$ cat config.mk
export PLATFORM = sky130hd
export DESIGN_NAME = dmem_port_arbiter
export DESIGN_NICKNAME = d
export VERILOG_FILES = /design/src/rtl/dmem_port_arbiter.sv
export SDC_FILE = /design/constraint.sdc
export NUM_CORES = 1
export LEC_CHECK = 0
export ABC_AREA = 1
export BUFFER_PORTS_ARGS = -buffer_cell sky130_fd_sc_hd__buf_2
export CORE_ASPECT_RATIO = 1.2
export CORE_MARGIN = 2
export CORE_UTILIZATION = 34
export CTS_CLUSTER_SIZE = 28
export DETAILED_ROUTE_END_ITERATION = 12
export HOLD_SLACK_MARGIN = 0.15
export PLACE_DENSITY_LB_ADDON = 0.05
export SLEW_MARGIN = 20
export SYNTH_ARGS = -nofsm -noshare
export SYNTH_HDL_FRONTEND = slang
export SYNTH_SLANG_ARGS = --single-unit
$ cat constraint.sdc
create_clock -name clk -period 1.1 [get_ports clk]
set_input_delay 0.11 -clock clk [delete_from_list [all_inputs] [get_ports clk]]
set_output_delay 0.11 -clock clk [all_outputs]
set_load 0.01 [all_outputs]
$ cat src/rtl/dmem_port_arbiter.sv
// Round-robin arbiter/sequencer putting two CPU requesters onto one variable-latency dmem port.
// Optional memory-wait timeout is compiled in with `define ARB_TIMEOUT_EN.
module dmem_port_arbiter #(
  parameter int AW          = 13,
  parameter int DW          = 16,
  parameter int MAX_LOCK    = 4,
  parameter int TIMEOUT_CYC = 64
) (
  input  logic          clk,
  input  logic          rst_n,
  input  logic          req_0,
  input  logic          req_1,
  input  logic          we_0,
  input  logic          we_1,
  input  logic          lock_0,
  input  logic          lock_1,
  input  logic [AW-1:0] addr_0,
  input  logic [AW-1:0] addr_1,
  input  logic [DW-1:0] wdata_0,
  input  logic [DW-1:0] wdata_1,
  output logic          gnt_0,
  output logic          gnt_1,
  output logic          done_0,
  output logic          done_1,
  output logic [DW-1:0] rdata,
  output logic          err,
  output logic          mem_re,
  output logic          mem_we,
  output logic [AW-1:0] mem_addr,
  output logic [DW-1:0] mem_wdata,
  input  logic [DW-1:0] mem_rdata,
  input  logic          mem_rdy
);

  typedef enum logic [1:0] {S_IDLE, S_ACCESS, S_DONE} state_t;

  localparam int LCW = $clog2(MAX_LOCK + 1);

  if (MAX_LOCK < 1 || TIMEOUT_CYC < 2) begin : g_param_chk
    $error("dmem_port_arbiter: MAX_LOCK must be >= 1 and TIMEOUT_CYC >= 2");
  end

  state_t         r_state, w_state_nxt;
  logic [1:0]     r_gnt, w_gnt_nxt;
  logic           r_we, w_we_nxt;
  logic           r_last, w_last_nxt;
  logic           r_lock_vld, w_lock_vld_nxt;
  logic           r_lock_own, w_lock_own_nxt;
  logic [LCW-1:0] r_lock_cnt, w_lock_cnt_nxt;
  logic [AW-1:0]  r_addr, w_addr_nxt;
  logic [DW-1:0]  r_wdata, w_wdata_nxt;
  logic [DW-1:0]  r_rdata, w_rdata_nxt;
  logic           r_err, w_err_nxt;

  logic [1:0]     w_req;
  logic [1:0]     w_lock_in;
  logic           w_cur;
  logic           w_sel_vld;
  logic           w_sel;
  logic           w_timeout;

  assign w_req     = {req_1, req_0};
  assign w_lock_in = {lock_1, lock_0};
  assign w_cur     = r_gnt[1];

`ifdef ARB_TIMEOUT_EN
  localparam int TW = $clog2(TIMEOUT_CYC);
  logic [TW-1:0] r_wait;

  // Counter is only meaningful in ACCESS; it restarts on every ACCESS entry.
  always_ff @(posedge clk or negedge rst_n) begin
    if (!rst_n) begin
      r_wait <= '0;
    end else if (r_state != S_ACCESS) begin
      r_wait <= '0;
    end else begin
      r_wait <= r_wait + TW'(1);
    end
  end

  assign w_timeout = (r_state == S_ACCESS) && !mem_rdy && (r_wait == TW'(TIMEOUT_CYC - 1));
`else
  assign w_timeout = 1'b0;
`endif

  always_comb begin
    w_state_nxt    = r_state;
    w_gnt_nxt      = r_gnt;
    w_we_nxt       = r_we;
    w_last_nxt     = r_last;
    w_lock_vld_nxt = r_lock_vld;
    w_lock_own_nxt = r_lock_own;
    w_lock_cnt_nxt = r_lock_cnt;
    w_addr_nxt     = r_addr;
    w_wdata_nxt    = r_wdata;
    w_rdata_nxt    = r_rdata;
    w_err_nxt      = 1'b0;
    w_sel_vld      = 1'b0;
    w_sel          = 1'b0;

    case (r_state)
      S_IDLE: begin
        w_gnt_nxt = 2'b00;
        if (r_lock_vld && w_req[r_lock_own]) begin
          w_sel_vld = 1'b1;
          w_sel     = r_lock_own;
        end else begin
          // An owner that stopped requesting forfeits the lock immediately.
          if (r_lock_vld) begin
            w_lock_vld_nxt = 1'b0;
            w_lock_own_nxt = 1'b0;
            w_lock_cnt_nxt = '0;
          end
          if (req_0 && req_1) begin
            w_sel_vld = 1'b1;
            w_sel     = ~r_last;
          end else if (req_0) begin
            w_sel_vld = 1'b1;
            w_sel     = 1'b0;
          end else if (req_1) begin
            w_sel_vld = 1'b1;
            w_sel     = 1'b1;
          end
        end
        if (w_sel_vld) begin
          w_gnt_nxt   = w_sel ? 2'b10 : 2'b01;
          w_addr_nxt  = w_sel ? addr_1  : addr_0;
          w_wdata_nxt = w_sel ? wdata_1 : wdata_0;
          w_we_nxt    = w_sel ? we_1    : we_0;
          w_state_nxt = S_ACCESS;
        end
      end

      S_ACCESS: begin
        if (mem_rdy) begin
          if (!r_we) begin
            w_rdata_nxt = mem_rdata;
          end
          w_state_nxt = S_DONE;
        end else if (w_timeout) begin
          w_rdata_nxt = '0;
          w_err_nxt   = 1'b1;
          w_state_nxt = S_DONE;
        end
      end

      S_DONE: begin
        w_last_nxt  = w_cur;
        w_gnt_nxt   = 2'b00;
        w_state_nxt = S_IDLE;
        // A timed-out owner never keeps the port.
        if (!r_err && w_lock_in[w_cur] && (r_lock_cnt < LCW'(MAX_LOCK - 1))) begin
          w_lock_vld_nxt = 1'b1;
          w_lock_own_nxt = w_cur;
          w_lock_cnt_nxt = r_lock_cnt + LCW'(1);
        end else begin
          w_lock_vld_nxt = 1'b0;
          w_lock_own_nxt = 1'b0;
          w_lock_cnt_nxt = '0;
        end
      end

      default: begin
        w_gnt_nxt   = 2'b00;
        w_state_nxt = S_IDLE;
      end
    endcase
  end

  always_ff @(posedge clk or negedge rst_n) begin
    if (!rst_n) begin
      r_state    <= S_IDLE;
      r_gnt      <= 2'b00;
      r_we       <= 1'b0;
      r_last     <= 1'b1;
      r_lock_vld <= 1'b0;
      r_lock_own <= 1'b0;
      r_lock_cnt <= '0;
      r_addr     <= '0;
      r_wdata    <= '0;
      r_rdata    <= '0;
      r_err      <= 1'b0;
    end else begin
      r_state    <= w_state_nxt;
      r_gnt      <= w_gnt_nxt;
      r_we       <= w_we_nxt;
      r_last     <= w_last_nxt;
      r_lock_vld <= w_lock_vld_nxt;
      r_lock_own <= w_lock_own_nxt;
      r_lock_cnt <= w_lock_cnt_nxt;
      r_addr     <= w_addr_nxt;
      r_wdata    <= w_wdata_nxt;
      r_rdata    <= w_rdata_nxt;
      r_err      <= w_err_nxt;
    end
  end

  // Strobes and done are decoded from state so that reset removes them without a clock.
  assign gnt_0     = r_gnt[0];
  assign gnt_1     = r_gnt[1];
  assign done_0    = (r_state == S_DONE) && r_gnt[0];
  assign done_1    = (r_state == S_DONE) && r_gnt[1];
  assign mem_re    = (r_state == S_ACCESS) && !r_we;
  assign mem_we    = (r_state == S_ACCESS) && r_we;
  assign mem_addr  = r_addr;
  assign mem_wdata = r_wdata;
  assign rdata     = r_rdata;
  assign err       = r_err;

  a_gnt_onehot: assert property (@(posedge clk) disable iff (!rst_n) !(gnt_0 && gnt_1));
  a_strobe_excl: assert property (@(posedge clk) disable iff (!rst_n) !(mem_re && mem_we));

endmodule

==> flow_metrics.env, run 1 <==
export IMPL_firstDrtPassIters=8
export IMPL_min_period_ps=1440
export IMPL_start_util_pct=35.0
export IMPL_viasPerCell=4.94
export IMPL_gp_congestion=0.795
export IMPL_async_flop_share_pct=100
export IMPL_cp_required_ps=990
export IMPL_synth_distinct_cells=29
export IMPL_crit_top_cell="buf_6"
export IMPL_final_cells=649
export IMPL_h_tree_depth=2
export IMPL_setup_slack_ps=-341
export IMPL_placed_cells=541
export IMPL_p_per_area_nw_per_um2=2290
export IMPL_antenna_found_initial=0
export IMPL_critPathMaxStageDelay_ps=420
export IMPL_hp_class="in -> reg"
export IMPL_netlist_area_sq_um=2700
export IMPL_cts_buffers=5
export IMPL_ys_seq_area_share_pct=51.9
export IMPL_post_drt_wl_per_cell_um=14.5
export IMPL_r2r_start="r_state[0]$_DFFE_PN0P_"
export IMPL_timing_hold_violations_final=0
export IMPL_path_class="reg -> out"
export IMPL_drv_slew=0
export IMPL_critPathCaptureType="output port"
export IMPL_die_area_sq_um=8670
export IMPL_place_ws_ps=-158
export IMPL_worstHoldStart="lock_0"
export IMPL_dieHeight_um=102
export IMPL_synthesis_nets=392
export IMPL_n_antenna_cell=0
export IMPL_area_growth_pct=85.8
export IMPL_final_cell_area_sq_um=5020
export IMPL_fmax_mhz=694
export IMPL_ir_drop_mv=1.27
export IMPL_placed_area_sq_um=3590
export IMPL_synth_warnings=0
export IMPL_cts_root_buf="clkbuf_8"
export IMPL_syn_avg_cell_area_sq_um=8.77
export IMPL_worst_path_buf_inv=4
export IMPL_violations="setup timing"
export IMPL_worstPathCellList="buf_6 > nor2_4 > inv_2 > buf_6 > nor2_1 > buf_2"
export IMPL_cts_buffer_depth=2
export IMPL_synth_edff_count=0
export IMPL_die_x_um=85.4
export IMPL_port_buffer_count=133
export IMPL_grt_pass1_wl_um=14800
export IMPL_crit_start="r_state[1]$_DFFE_PN0P_"
export IMPL_dpl_hpwl_um=5500
export IMPL_post_route_drc_count=0
export IMPL_grt_max_degree=57
export IMPL_finalNetCount=640
export IMPL_crit_fanout=3
export IMPL_final_util_pct=65.1
export IMPL_fin_crit_sh_pct=131
export IMPL_cap_violations=0
export IMPL_setup_viol_count_final=59
export IMPL_fill_cells=637
export IMPL_overflow=0
export IMPL_grt_pass1_vias=3250
export IMPL_clkTransAtPathRegs_ps=100
export IMPL_status="complete, but fails checks"
export IMPL_final_antenna_net_count=0
export IMPL_fin_worst_skew_ps=3.77
export IMPL_ys_ff_latch=56
export IMPL_worst_setup_path_start_kind="register"
export IMPL_insertion_delay_ps=310
export IMPL_coreArea_sq_um=7710
export IMPL_clock_sinks=56
export IMPL_critPathTopFamily="buffers and inverters"
export IMPL_drive_gt1_share_pct=46.3
export IMPL_final_setup_tns_ps=-15830
export IMPL_io_pins=135
export IMPL_ys_flop_type="dfrtp_1"
export IMPL_num_rows=35
export IMPL_cp_arrival_ps=1330
export IMPL_final_cell_mix="buf_2 (131), dlygate4sd3_1 (78), nand3_1 (68)"
export IMPL_syn_inst=308
export IMPL_drtIter0Drc=116
export IMPL_num_vias=3208
export IMPL_final_common_cell="buf_2"
export IMPL_rsz0062_at_grt="true"
export IMPL_p_leak_nw=2.55
export IMPL_cpMaxStageDelayCell="dfrtp_1"
export IMPL_fin_worst_hold_slack_ps=169
export IMPL_wirelength_um=9400
export IMPL_cts_tree="built"
export IMPL_grt_usage_pct=21.1
export IMPL_p_total_mw=11.5
## layer usage
layer	track usage, %	part of all wire [%]	vias to the layer above
met4	6.84	2.1	0
met3	3.99	5.8	23
met2	39.2	52	129
met1	24.3	40	1502
li1	-	-	1554
met5	0	0	-
## worst paths after layout
path                       depth (start not counted)  slack (ps)                       end
min                                                5         170    r_lock_own$_DFFE_PN0P_
max in group asynchronous                          3         470        r_last$_DFFE_PN1P_
min in group asynchronous                          3         330  mem_wdata[8]$_DFFE_PN0P_
min reg2reg                                        2         490      rdata[4]$_DFFE_PN0P_
max reg2reg                                        9        -320          r_we$_DFFE_PN0P_
max                                                6        -340                    mem_re
## synthesized netlist by cell type (2+ instances only)
library cell	instances	area, sq um
dfrtp_1	55	1380
buf_4	3	22.5
nand4_1	30	188
buf_2	12	60.1
buf_12	2	40.0
clkinv_1	2	7.51
inv_2	3	11.3
o21ai_0	4	20.0
nand3_1	81	405
buf_6	3	33.8
nor2_4	2	22.5
nand2_2	3	18.8
nor2_1	7	26.3
nand2_1	78	293
inv_1	9	33.8
## layout make-up
type | instances | area [sq um] | area share [%]
clock inverters | 3 | 18.8 | 0.374
clock buffers | 5 | 68.8 | 1.37
flip-flops and latches | 56 | 1400 | 28.0
repair buffers | 262 | 2060 | 41.1
inverters | 14 | 62.6 | 1.25
well taps | 92 | 115 | 2.29
multi-input cells | 217 | 1290 | 25.7
## sequential cells by signal, summed over array words and instances (netlist names)
name,count
mem_wdata,16
rdata,16
mem_addr,13
r_lock_cnt,3
r_gnt,2
r_state,2
r_last,1
r_lock_own,1
r_lock_vld,1
r_we,1
## power breakdown
group | leakage, nW | switching, mW | internal [mW] | total, mW
clock | 0.0479 | 0.705 | 0.447 | 1.15
sequential | 0.700 | 0.633 | 3.01 | 3.65
combinational | 1.80 | 3.37 | 3.34 | 6.71
## cell families (layout without fill, tap and decap cells)
family / Yosys count / count (layout) / share of synthesized area (%)
and+or+nand+nor: 205 / 206 / 36.8
DFF: 56 / 56 / 51.9
buffers and inverters: 36 / 284 / 8.39
AOI/OAI and AO/OA: 9 / 9 / 2.27
adders and majority gates: 1 / 1 / 0.463
other: 1 / 1 / 0.139
## timing repair
action | in CTS | in global routing
endpoints found under the setup margin | 56 | 60
setup buffers | 16 | 0
gates resized for setup | 38 | 46
hold buffers | 78 | 0
endpoints found under the hold margin | 103 | 0
pin swaps | 7 | 12
gates cloned | 4 | 3
## worst reg2reg max path, cell delays in order (launching register included)
cell	delay, ps
dfrtp_1	410
inv_2	80
buf_4	110
nand2_2	70
nor2_4	170
buf_6	130
inv_6	60
clkbuf_16	160
nand2_1	50
nand3_1	80
Note: power is estimated with default switching activity, not from simulation.
==> inputs of run 2 (changes only) <==
Clock period 1.1 ns to 1.8 ns, I/O delays scaled along.
==> flow_metrics.env, run 2 (synthesis results as in run 1) <==
export IMPL_status="finished, final reports clean"
export IMPL_r2r_setup_slack_ps=370
export IMPL_firstDrtPassIters=4
export IMPL_power_share_switching_pct=42.5
export IMPL_final_common_cell="buf_2"
export IMPL_grt_usage_pct=19.5
export IMPL_clkPwrFrac_pct=12.3
export IMPL_p_sw_mw=2.37
export IMPL_dpl_hpwl_um=5740
export IMPL_tightest_slew_ps=584
export IMPL_met2_usage_pct=33.7
export IMPL_seq_power_share_pct=38.9
export IMPL_cts_tree="built"
export IMPL_timing_hold_violations_final=0
export IMPL_num_vias=2948
export IMPL_post_cts_resized=0
export IMPL_gp_congestion=0.831
export IMPL_antenna_found_initial=0
export IMPL_final_cell_mix="buf_2 (133), nand3_1 (81), nand2_1 (78)"
export IMPL_min_period_ps=1590
export IMPL_internal_power_mw=3.21
export IMPL_area_growth_pct=55.9
export IMPL_finalNetCount=593
export IMPL_final_cell_area_sq_um=4210
export IMPL_fin_crit_sh_pct=88.4
export IMPL_num_rows=35
export IMPL_power_frac_comb_pct=48.8
export IMPL_die_area_sq_um=8670
export IMPL_viasPerCell=4.91
export IMPL_grt_pass1_wl_um=13700
export IMPL_busiest_layer="met2"
export IMPL_reg2reg_depth=5
export IMPL_coreArea_sq_um=7710
export IMPL_io_pins=135
export IMPL_fin_worst_skew_ps=7.08
export IMPL_p_per_area_nw_per_um2=1320
export IMPL_drtIter0Drc=212
export IMPL_rsz0062_at_grt="false"
export IMPL_post_route_drc_count=0
export IMPL_cts_buffers=5
export IMPL_fin_worst_hold_slack_ps=147
export IMPL_relSlewSlack_pct=61.0
export IMPL_worstPathCellList="nor2_1 > clkinv_1 > nor2_1 > buf_2"
export IMPL_critPathCaptureType="output port"
export IMPL_hold_depth=3
export IMPL_crit_start="r_state[0]$_DFFE_PN0P_"
export IMPL_clkTransAtPathRegs_ps=100
export IMPL_cpMaxStageDelayCell="dfrtp_1"
export IMPL_n_antenna_cell=0
export IMPL_path_class="reg -> out"
export IMPL_grt_util_met1_pct=24.8
export IMPL_h_tree_depth=2
export IMPL_crit_top_cell="nor2_1"
export IMPL_worst_path_buf_inv=2
export IMPL_grt_use_met3_pct=3.59
export IMPL_critPathMaxStageDelay_ps=410
export IMPL_grt_max_degree=61
export IMPL_setup_viol_count_final=0
export IMPL_setup_slack_ps=210
export IMPL_final_setup_tns_ps=0
export IMPL_crit_fanout=9
export IMPL_cap_violations=0
export IMPL_final_antenna_net_count=0
export IMPL_worst_setup_path_start_kind="register"
export IMPL_dieHeight_um=102
export IMPL_place_ws_ps=365
export IMPL_clock_sinks=56
export IMPL_overflow=0
export IMPL_fmax_mhz=629
export IMPL_wirelength_um=8720
export IMPL_holdPathEnd="mem_wdata[0]$_DFFE_PN0P_"
export IMPL_grt_pass1_vias=2879
export IMPL_post_drt_wl_per_cell_um=14.5
export IMPL_cts_buffer_depth=2
export IMPL_r2r_start="r_state[0]$_DFFE_PN0P_"
export IMPL_drv_slew=0
export IMPL_start_util_pct=35.0
export IMPL_critPathTopFamily="flip-flops"
export IMPL_insertion_delay_ps=310
export IMPL_die_x_um=85.4
export IMPL_p_leak_nw=2.21
export IMPL_ir_drop_mv=0.655
export IMPL_cts_root_buf="clkbuf_8"
export IMPL_worstHoldStart="wdata_1[0]"
export IMPL_port_buffer_count=133
export IMPL_cp_required_ps=1620
export IMPL_r2r_end="r_state[0]$_DFFE_PN0P_"
export IMPL_hp_class="in -> reg"
export IMPL_drive_gt1_share_pct=32.8
export IMPL_placed_area_sq_um=3420
export IMPL_cp_arrival_ps=1410
export IMPL_post_cts_buffers=0
[run 2: metrics by stage]
stage | instances | utilization [%] | power, mW
final | 601 | 54.6 | 5.58
after CTS | 599 | 54.4 | 5.63
after floorplan | 308 | - | 3.86
after global placement | 523 | 44.4 | 4.79
after detailed placement | 523 | 44.4 | 4.82
after global routing | 601 | 54.6 | 6.06
[run 2: per-layer routing]
metal  wire length (um)  vias to the layer above
met2               4390                      120
met1               3670                     1364
li1                   -                     1449
met3                504                       15
met5                  0                        -
met4                161                        0
[run 2: how the worst max path moves through the flow]
stage,cells past startpoint,to,slack [ps]
6_report,4,done_1,210
3_5_place_dp,5,r_state[0]$_DFFE_PN0P_,360
4_1_cts,4,done_1,200
3_3_place_gp,5,r_gnt[0]$_DFFE_PN0N_,400
5_1_grt,5,done_1,110
2_1_floorplan,7,mem_addr[0]$_DFFE_PN0P_,630
[run 2: repair_timing]
| item | 4_1_cts | 5_1_grt |
|---|---|---|
| hold endpoints to repair | 67 | 2 |
| hold buffers | 69 | 2 |
| setup endpoints to repair | 0 | 0 |
[run 2: cell type report]
type                            count  area (sq um)
Fill cell                         726          3500
Timing Repair Buffer              216          1490
Sequential cell                    56          1400
Multi-Input combinational cell    216          1070
Tap cell                           92           115
Clock buffer                        6          72.6
Inverter                           14          52.6
Clock inverter                      1          5.00
[run 2: power groups by stage]
stage          sequential [mW]  combinational [mW]  clock, mW
3_5_place_dp              2.18                2.64          0
6_report                  2.17                2.72      0.688
5_1_grt                   2.24                3.06      0.755
3_3_place_gp              2.19                2.60          0
2_1_floorplan             2.40                1.46          0
4_1_cts                   2.17                2.76      0.704
[run 2: worst min-delay path, stage by stage]
cell	delay [ps]
buf_2	80
nand4_1	90
nand3_1	80
==> inputs of run 3 (changes only) <==
Clock period 1.8 ns to 1.7 ns, I/O delays scaled along.
==> flow_metrics.env, run 3 (synthesis results as in run 1) <==
export IMPL_cp_arrival_ps=1410
export IMPL_cts_buffers=5
export IMPL_grt_max_degree=33
export IMPL_ir_drop_mv=0.693
export IMPL_rsz0062_at_grt="false"
export IMPL_n_antenna_cell=0
export IMPL_fin_crit_sh_pct=92.7
export IMPL_critPathCaptureType="output port"
export IMPL_crit_start="r_state[0]$_DFFE_PN0P_"
export IMPL_p_leak_nw=2.23
export IMPL_start_util_pct=35.0
export IMPL_final_setup_tns_ps=0
export IMPL_post_cts_buffers=0
export IMPL_internal_power_mw=3.41
export IMPL_power_share_switching_pct=42.3
export IMPL_r2r_start="r_lock_own$_DFFE_PN0P_"
export IMPL_coreArea_sq_um=7710
export IMPL_worst_path_buf_inv=2
export IMPL_path_class="reg -> out"
export IMPL_cap_violations=0
export IMPL_placed_cells=525
export IMPL_area_growth_pct=57.4
export IMPL_viasPerCell=4.80
export IMPL_gp_congestion=0.805
export IMPL_power_frac_comb_pct=48.9
export IMPL_cts_root_buf="clkbuf_8"
export IMPL_h_tree_depth=2
export IMPL_worstHoldStart="wdata_1[3]"
export IMPL_port_buffer_count=133
export IMPL_worst_setup_path_start_kind="register"
export IMPL_fin_worst_hold_slack_ps=153
export IMPL_min_period_ps=1580
export IMPL_clkTransAtPathRegs_ps=100
export IMPL_relSlewSlack_pct=61.8
export IMPL_finalNetCount=598
export IMPL_fin_worst_skew_ps=4.67
export IMPL_grt_pass1_wl_um=13600
export IMPL_firstDrtPassIters=4
export IMPL_wirelength_um=8590
export IMPL_final_antenna_net_count=0
export IMPL_fmax_mhz=634
export IMPL_die_x_um=85.4
export IMPL_clkPwrFrac_pct=12.1
export IMPL_final_common_cell="buf_2"
export IMPL_antenna_found_initial=0
export IMPL_cts_buffer_depth=2
export IMPL_drv_slew=0
export IMPL_num_vias=2914
export IMPL_grt_pass1_vias=2836
export IMPL_p_sw_mw=2.50
export IMPL_p_per_area_nw_per_um2=1390
export IMPL_drive_gt1_share_pct=33.0
export IMPL_worstPathCellList="nor2_1 > clkinv_1 > nor2_1 > buf_2"
export IMPL_final_cell_mix="buf_2 (133), nand3_1 (81), nand2_1 (78)"
export IMPL_drtIter0Drc=146
export IMPL_clock_sinks=56
export IMPL_post_route_drc_count=0
export IMPL_setup_viol_count_final=0
export IMPL_critPathTopFamily="flip-flops"
export IMPL_cpMaxStageDelayCell="dfrtp_1"
export IMPL_post_drt_wl_per_cell_um=14.1
export IMPL_dpl_hpwl_um=5760
export IMPL_grt_usage_pct=19.6
export IMPL_crit_top_cell="nor2_1"
export IMPL_crit_fanout=9
export IMPL_setup_slack_ps=123
export IMPL_seq_power_share_pct=39.1
export IMPL_dieHeight_um=102
export IMPL_cp_required_ps=1530
export IMPL_hp_class="in -> reg"
export IMPL_tightest_slew_ps=573
export IMPL_status="finished, final reports clean"
export IMPL_p_total_mw=5.91
export IMPL_die_area_sq_um=8670
export IMPL_io_pins=135
export IMPL_insertion_delay_ps=310
export IMPL_final_cells=607
export IMPL_overflow=0
export IMPL_timing_hold_violations_final=0
export IMPL_place_ws_ps=306
export IMPL_critPathMaxStageDelay_ps=400
export IMPL_num_rows=35
export IMPL_cts_tree="built"
==> run 3: cell types whose count changed in the layout (fill, tap and decap cells not counted) <==
cell | previous run | this run
buf_12 | 2 | 1
buf_4 | 10 | 13
clkbuf_1 | 1 | 2
clkinv_1 | 2 | 1
clkinvlp_4 | 0 | 1
dlygate4sd3_1 | 71 | 74
==> run 3: area by class of cell <==
type / instances / area, sq um
clock inverter: 1 / 5.00
multi-input combinational: 216 / 1070
fill: 726 / 3460
tap: 92 / 115
inverter: 14 / 56.3
timing repair buffer: 221 / 1520
sequential: 56 / 1400
clock buffer: 7 / 76.3
==> run 3: final timing paths <==
kind / slack, ps / cells after the start / to
worst max-delay path: 120 / 4 / done_1
worst min-delay path: 150 / 3 / mem_wdata[3]$_DFFE_PN0P_
worst max register to register: 290 / 8 / mem_wdata[4]$_DFFE_PN0P_
worst min register to register: 480 / 2 / rdata[6]$_DFFE_PN0P_
max in group asynchronous: 880 / 3 / rdata[9]$_DFFE_PN0P_
min in group asynchronous: 300 / 2 / mem_addr[9]$_DFFE_PN0P_
==> run 3: routing by layer <==
metal  vias to the layer above  track usage (%)  share of wire (%)
met3                        12             3.83                6.2
met5                         -                0                  0
met2                       114             34.5                 49
met4                         0             4.76                1.3
met1                      1325             24.7                 43
li1                       1463                -                  -
==> run 3: what timing repair did <==
item / in CTS / in global routing
hold buffers: 74 / 0
gates resized for setup: 0 / 1
hold endpoints to repair: 104 / 0
setup endpoints to repair: 0 / 1
==> run 3: power by group through the flow <==
stage | sequential (mW) | combinational [mW] | clock, mW
after detailed placement | 2.31 | 2.78 | 0
after floorplan | 2.54 | 1.55 | 0
after CTS | 2.30 | 2.92 | 0.753
after global placement | 2.31 | 2.76 | 0
after global routing | 2.38 | 3.26 | 0.799
final | 2.31 | 2.89 | 0.714
==> run 3: metrics by stage <==
stage	instance area (sq um)	utilization, %
3_3_place_gp	3420	44.4
2_1_floorplan	2700	-
4_1_cts	4250	55.1
3_5_place_dp	3420	44.4
6_report	4250	55.1
5_1_grt	4250	55.1
==> run 3: worst reg2reg max path: stages, from the launching register on <==
cell     delay, ps
dfrtp_1        390
inv_1           80
nand2_1         80
nand3_2        100
nand2_2        210
nand2_1        100
buf_4          190
nand3_1         80
nand3_1         80
